`config.mk`:
```
export PLATFORM = sky130hd
export DESIGN_NAME = sha3_digest_tx_16
export DESIGN_NICKNAME = d
export VERILOG_FILES = /design/src/rtl/sha3_pkg.sv /design/src/rtl/sha3_digest_tx_16.sv
export SDC_FILE = /design/constraint.sdc
export NUM_CORES = 1
export LEC_CHECK = 0
export BUFFER_PORTS_ARGS = -buffer_cell sky130_fd_sc_hd__buf_2
export CAP_MARGIN = 10
export CORE_ASPECT_RATIO = 1.4
export CORE_UTILIZATION = 40
export DETAILED_ROUTE_END_ITERATION = 7
export HOLD_SLACK_MARGIN = 0.12
export PLACE_DENSITY_LB_ADDON = 0.12
export SYNTH_ARGS = -nofsm -noshare
export SYNTH_HDL_FRONTEND = slang
export SYNTH_SLANG_ARGS = --single-unit
```
`constraint.sdc`:
```
create_clock -name ACLK -period 2 [get_ports ACLK]
set_input_delay 0.3 -clock ACLK [delete_from_list [all_inputs] [get_ports ACLK]]
set_output_delay 0.3 -clock ACLK [all_outputs]
set_load 0.05 [all_outputs]
```
`src/rtl/sha3_pkg.sv`:
```
`timescale 1ns/1ps
`default_nettype none
// ============================================================================
// sha3_pkg : constants and state encoding for the SHA-3 digest streamers
// Revision : 1.0
// ============================================================================
package sha3_pkg;

  localparam int C_DIGEST_LEGAL [4] = '{224, 256, 384, 512};

  // TUSER byte count carried on a final beat that is a full 16-bit word
  localparam logic [2:0] C_TUSER_FULL = 3'd2;

  typedef enum logic [0:0] {
    ST_IDLE = 1'b0,
    ST_SEND = 1'b1
  } tx_state_t;

  function automatic bit is_legal_digest_bits(input int bits);
    bit ok;
    ok = 1'b0;
    for (int i = 0; i < 4; i++) begin
      if (C_DIGEST_LEGAL[i] == bits) ok = 1'b1;
    end
    return ok;
  endfunction

endpackage
`default_nettype wire

```
`src/rtl/sha3_digest_tx_16.sv`:
```
`timescale 1ns/1ps
`default_nettype none
// ============================================================================
// sha3_digest_tx_16 : serialises a Keccak digest onto a 16-bit AXI-Stream
// Revision          : 1.0
// ============================================================================
module sha3_digest_tx_16
  import sha3_pkg::*;
#(
  parameter int DIGEST_BITS = 256
) (
  input  logic                   ACLK,
  input  logic                   ARESETn,
  input  logic                   d_valid,
  output logic                   d_ready,
  input  logic [DIGEST_BITS-1:0] digest,
  output logic                   M_TVALID,
  input  logic                   M_TREADY,
  output logic [15:0]            M_TDATA,
  output logic                   M_TLAST,
  output logic [2:0]             M_TUSER,
  output logic                   busy
);

  localparam int NWORDS = DIGEST_BITS / 16;
  localparam int CW     = $clog2(NWORDS);
  localparam logic [CW-1:0] C_LAST_IDX = CW'(NWORDS - 1);

  tx_state_t              r_state;
  logic [DIGEST_BITS-1:0] r_sreg;
  logic [CW-1:0]          r_cnt;
  logic                   r_valid;
  logic                   r_last;
  logic [2:0]             r_user;
  logic                   r_ready;
  logic                   r_busy;
  logic [CW-1:0]          w_cnt_nxt;

  assign w_cnt_nxt = r_cnt + 1'b1;

  // Every output is a flop, so M_TREADY only ever reaches register D-inputs.
  always_ff @(posedge ACLK or negedge ARESETn) begin
    if (!ARESETn) begin
      r_state <= ST_IDLE;
      r_sreg  <= '0;
      r_cnt   <= '0;
      r_valid <= 1'b0;
      r_last  <= 1'b0;
      r_user  <= 3'd0;
      r_ready <= 1'b1;
      r_busy  <= 1'b0;
    end else begin
      case (r_state)
        ST_IDLE: begin
          if (d_valid) begin
            r_state <= ST_SEND;
            r_sreg  <= digest;
            r_cnt   <= '0;
            r_valid <= 1'b1;
            r_last  <= (NWORDS == 1);
            r_user  <= (NWORDS == 1) ? C_TUSER_FULL : 3'd0;
            r_ready <= 1'b0;
            r_busy  <= 1'b1;
          end
        end
        ST_SEND: begin
          if (r_valid && M_TREADY) begin
            r_sreg <= r_sreg >> 16;
            if (r_last) begin
              r_state <= ST_IDLE;
              r_valid <= 1'b0;
              r_last  <= 1'b0;
              r_user  <= 3'd0;
              r_ready <= 1'b1;
              r_busy  <= 1'b0;
            end else begin
              r_cnt  <= w_cnt_nxt;
              r_last <= (w_cnt_nxt == C_LAST_IDX);
              r_user <= (w_cnt_nxt == C_LAST_IDX) ? C_TUSER_FULL : 3'd0;
            end
          end
        end
        default: begin
          r_state <= ST_IDLE;
          r_valid <= 1'b0;
          r_ready <= 1'b1;
          r_busy  <= 1'b0;
        end
      endcase
    end
  end

  assign d_ready  = r_ready;
  assign busy     = r_busy;
  assign M_TVALID = r_valid;
  assign M_TDATA  = r_sreg[15:0];
  assign M_TLAST  = r_last;
  assign M_TUSER  = r_user;

endmodule
`default_nettype wire

```
# Word-level counts from Yosys, hierarchy flattened
# Index checks and enable logic that the tools add are counted.
[totals]
regBits = 267
in_bits = 260
out_inout_bits = 23
wordCells = 45
[classes]
n_addsub = 1
n_eq_ne = 5
mux = 27
n_bitwise = 1
n_reduce_logical = 4
[ops]
columns = ["cell", "count"]
rows = [
  ["$mux 256", 2],
  ["$pmux 256 s2", 1],
  ["$mux 4", 3],
  ["$mux 1", 11],
  ["$pmux 1 s2", 4],
  ["$pmux 4 s2", 1],
  ["$mux 3", 2],
  ["$pmux 3 s2", 1],
  ["$reduce_and 3->1", 2],
  ["$add 4x1->4 const B", 1],
  ["$eq 4x4->1 const B", 1],
  ["$mux 2", 2],
  ["$ne 2x1->1 const B", 2],
  ["$ne 2x2->1 const B", 2],
  ["$reduce_and 2->1", 1],
  ["$logic_and 1x1->1", 1],
  ["$not 1->1", 1],
]

# Logic depth before layout (Yosys ltp)
[depth]
word_depth = 6
mapped_depth = 6
ltp_nobuf = 4

# Worst setup path after synthesis
# No wires, ideal clock.
[synth_path]
path_type = "register to register"
start = "register, netlist name busy"
end = "register r_sreg[78]"
setup_time_ns = 0.128
arrival_time_ns = 1.632
required_ns = 1.872
setup_slack_ns = 0.240
stages_incl_launch_ff = 5
path_buffers = 2
period_less_slack_ns = 1.760
path_cell_list = "dfrtp_1 -> a31oi_4 -> buf_4 -> buf_2 -> mux2_1"
[synth_lines]
columns = ["element", "line", "rtl"]
rows = [
  ["end signal: assignment", "sha3_digest_tx_16.sv:57", "r_sreg <= digest;"],
  ["end signal: assignment", "sha3_digest_tx_16.sv:68", "r_sreg <= r_sreg >> 16;"],
  ["end: declaration", "sha3_digest_tx_16.sv:30", "logic [DIGEST_BITS-1:0] r_sreg;"],
]

# Worst setup path after layout
[layout_path]
start = "register r_state"
end = "register r_sreg[111]"
[layout_via]
elab_chain_len = 3
elab_cells_between_ends = 5
cone_classes = "2 x eq/ne; 1 x mux; 1 x bitwise; 1 x reduce/logical"
[layout_rtl]
columns = ["element", "line", "rtl"]
rows = [
  ["start: declaration", "sha3_digest_tx_16.sv:29", "tx_state_t r_state;"],
  ["start signal: assignment", "sha3_digest_tx_16.sv:44", "r_state <= ST_IDLE;"],
  ["start signal: assignment", "sha3_digest_tx_16.sv:56", "r_state <= ST_SEND;"],
  ["start signal: assignment", "sha3_digest_tx_16.sv:70", "r_state <= ST_IDLE;"],
  ["$not 1->1", "-", ""],
  ["$ne 2x2->1 (no line)", "-", ""],
  ["$reduce_and 2->1 (no line)", "-", ""],
]
# Several ways; a longest one is shown, not always the timed one.
# A chain may end at the register's enable or synchronous reset.

==> metrics.yaml <==
ioPinCount: 283
viasPerCell: 4.77
grt.overflow.total: 0
max_cap_viol_count: 0
antenna_found_initial: 1
ys_warn_count: 0
yosysSeqAreaShare: 0.515
min_path_cells: 3
globalplace.congestion: 0.765
gr-usage-all-layers: 0.200
tritoncts: "yes"
fin_crit_ns: 1.85
grt_first_pass_wirelength_mm: 51.8
initial_core_util: 0.406
layout-drive-gt1-share: 0.459
cts_resized: 0
min_delay_worst_endpoint: "r_sreg[145]$_DFFE_PN0P_"
route.detailed.drc: 0
yosys.area.top_type: "dfrtp_1"
portBuffers: 280
crit_type: "reg -> reg"
grt_max_degree: 56
wl_mm: 31.9
r2r_end: "r_sreg[111]$_DFFE_PN0P_"
fmaxAchievable_mhz: 541
vias: 8562
clock_path_buffers: 3
wire_per_inst_um: 17.8
synthFlopType: "dfrtp_1"
hold_violations: 0
syn_inst: 869
min_path_type: "in -> reg"
whs_ns: 0.128
grt_pass1_vias: 9581
p_per_area_mw_per_mm2: 1160
syn_area_mm2: 0.0128
holdCritStartpoint: "digest[145]"
clk_pin_slew_ns: 0.06
clock_sinks: 264
maxSlewViolCount: 0
nets: 1642
die_area_mm2: 0.0328
r2r-start: "r_state$_DFF_PN0_"
drtAntennaViolNets: 0
peakVddDrop_mv: 0.982
clkLatencyLatePin_ns: 0.55
power.total_uw: 21000
coreArea_mm2: 0.0316
final_util: 0.572
tns_ns: 0
synth_async_sr_flop_share: 1.00
synth_edf_count: 0
synth.top_cell.area_share: 0.513
cts_buffers: 28
area_growth_pct: 40.9
ys_top_cells_by_count: "286 x mux2_2, 263 x dfrtp_1, 194 x mux2_1, 45 x buf_4, 20 x clkbuf_1"
cp_max_fo: 54
dpl.hpwl_mm: 21.5
p_leak_uw: 0.00852
cts_root_buf: "clkbuf_16"
finalSetupViolations: 0
crit_required_ns: 2.42
skew_ns: 0.0120
die_w_um: 153
finalCritPeriodShare: 0.924
die_h_um: 214
drt_iter0_drc: 188
rsz0062_at_grt: "no"
arrival_ns: 2.27
start_kind: "flop"
endpoint_kind: "flop"
rr_worst_depth: 4
synth_area_leaders: "dfrtp_1 51%, mux2_2 25%, mux2_1 17%"
status: "finished, final reports clean"
syn_area_per_cell_um2: 14.8
h-tree-depth: 1
firstDrtPassIters: 6
r2r_slack_ns: 0.15
ys_ff_latch: 264
rows: 77
synth.distinct_cells: 24
yosysMostFrequentCell: "mux2_2"
-- worst max path at each step --
stage                                  from  slack, ns                      end
after floorplan            busy$_DFFE_PN0P_       0.24   r_sreg[78]$_DFFE_PN0P_
after global placement    r_state$_DFF_PN0_       0.20   r_sreg[79]$_DFFE_PN0P_
after detailed placement  r_state$_DFF_PN0_       0.16  r_sreg[110]$_DFFE_PN0P_
after CTS                 r_state$_DFF_PN0_       0.16  r_sreg[110]$_DFFE_PN0P_
after global routing      r_state$_DFF_PN0_       0.08  r_sreg[111]$_DFFE_PN0P_
final                     r_state$_DFF_PN0_       0.15  r_sreg[111]$_DFFE_PN0P_
-- registers in the layout, indices dropped and copies added (netlist names) --
name and count:
r_sreg 256, r_cnt 4, M_TUSER 1, busy 1, d_ready 1, r_state 1
-- critical path, cell delays in order, from the launching register on --
cell and delay [ns]:
dfrtp_4 0.47, buf_12 0.22, buf_12 0.31, mux2_2 0.37, mux2_1 0.30
-- cell families (layout without fill, tap and decap cells) --
logic type,Yosys count,in the layout,share of synthesized area
flip-flops,264,264,0.515
buffers and inverters,80,608,0.0377
multiplexers,480,480,0.421
AND/OR/NAND/NOR,15,15,0.00663
AO/OA/AOI/OAI,25,25,0.0160
adder cells (fa/ha/maj),2,2,0.00195
XOR/XNOR,2,2,0.00137
other,1,3,0.000292
-- metal layers --
| metal | part of all wire | vias up | routed length, um | track usage |
|---|---|---|---|---|
| met5 | 0 | - | 0 | 0 |
| met4 | 0.026 | 0 | 839 | 0.0647 |
| met3 | 0.040 | 49 | 1280 | 0.0290 |
| met2 | 0.50 | 199 | 15800 | 0.350 |
| met1 | 0.44 | 4165 | 14000 | 0.254 |
| li1 | - | 4149 | - | - |
-- cell type report --
class	count	area [um^2]
multi-input cells	526	5750
inverters	3	11.3
clock inverters	5	53.8
fillers	2648	13500
well taps	395	494
flip-flops and latches	264	6610
repair buffers	557	4330
clock buffers	43	828
diodes	1	2.50
-- power by group --
group | internal, uW | switching [uW] | leakage (uW) | total (uW)
logic | 4100 | 2620 | 0.00481 | 6710
registers | 7860 | 1410 | 0.00327 | 9260
clock network | 2960 | 2110 | 0.000434 | 5060
-- timing repair --
action / 4_1_cts / 5_1_grt
buffers inserted: 0 / 0
hold buffers: 245 / 0
hold endpoints to repair: 412 / 0
-- stage by stage --
stage / setup slack (ns) / cell area (um^2) / instances
floorplan: 0.240 / 12800 / 870
CTS: 0.156 / 18100 / 1793
detailed placement: 0.165 / 14700 / 1500
finish: 0.152 / 18100 / 1794
global route: 0.0802 / 18100 / 1794
global placement: 0.196 / 14700 / 1500
-- layout by cell type, fill, tap and decap left out --
cell type	count
dfstp_2	1
buf_12	18
nand3_1	6
buf_2	279
dfrtp_4	1
nand4b_2	1
clkbuf_16	29
a21oi_1	3
dfrtp_1	262
a22o_1	16
inv_1	3
buf_4	14
xnor2_1	1
nand2_1	4
o21ai_0	4
or3b_1	1
buf_8	1
dlygate4sd3_1	245
bufinv_16	1
ha_1	2
clkinv_2	3
a31oi_4	1
nand2b_1	1
inv_6	1
clkbuf_1	9
o2bb2ai_1	1
mux2_1	194
nor2_1	1
conb_1	2
mux2_2	286
xor2_1	1
diode_2	1
nor2b_1	1
clkbuf_8	5
No activity file was read; power rests on OpenSTA's default activity.
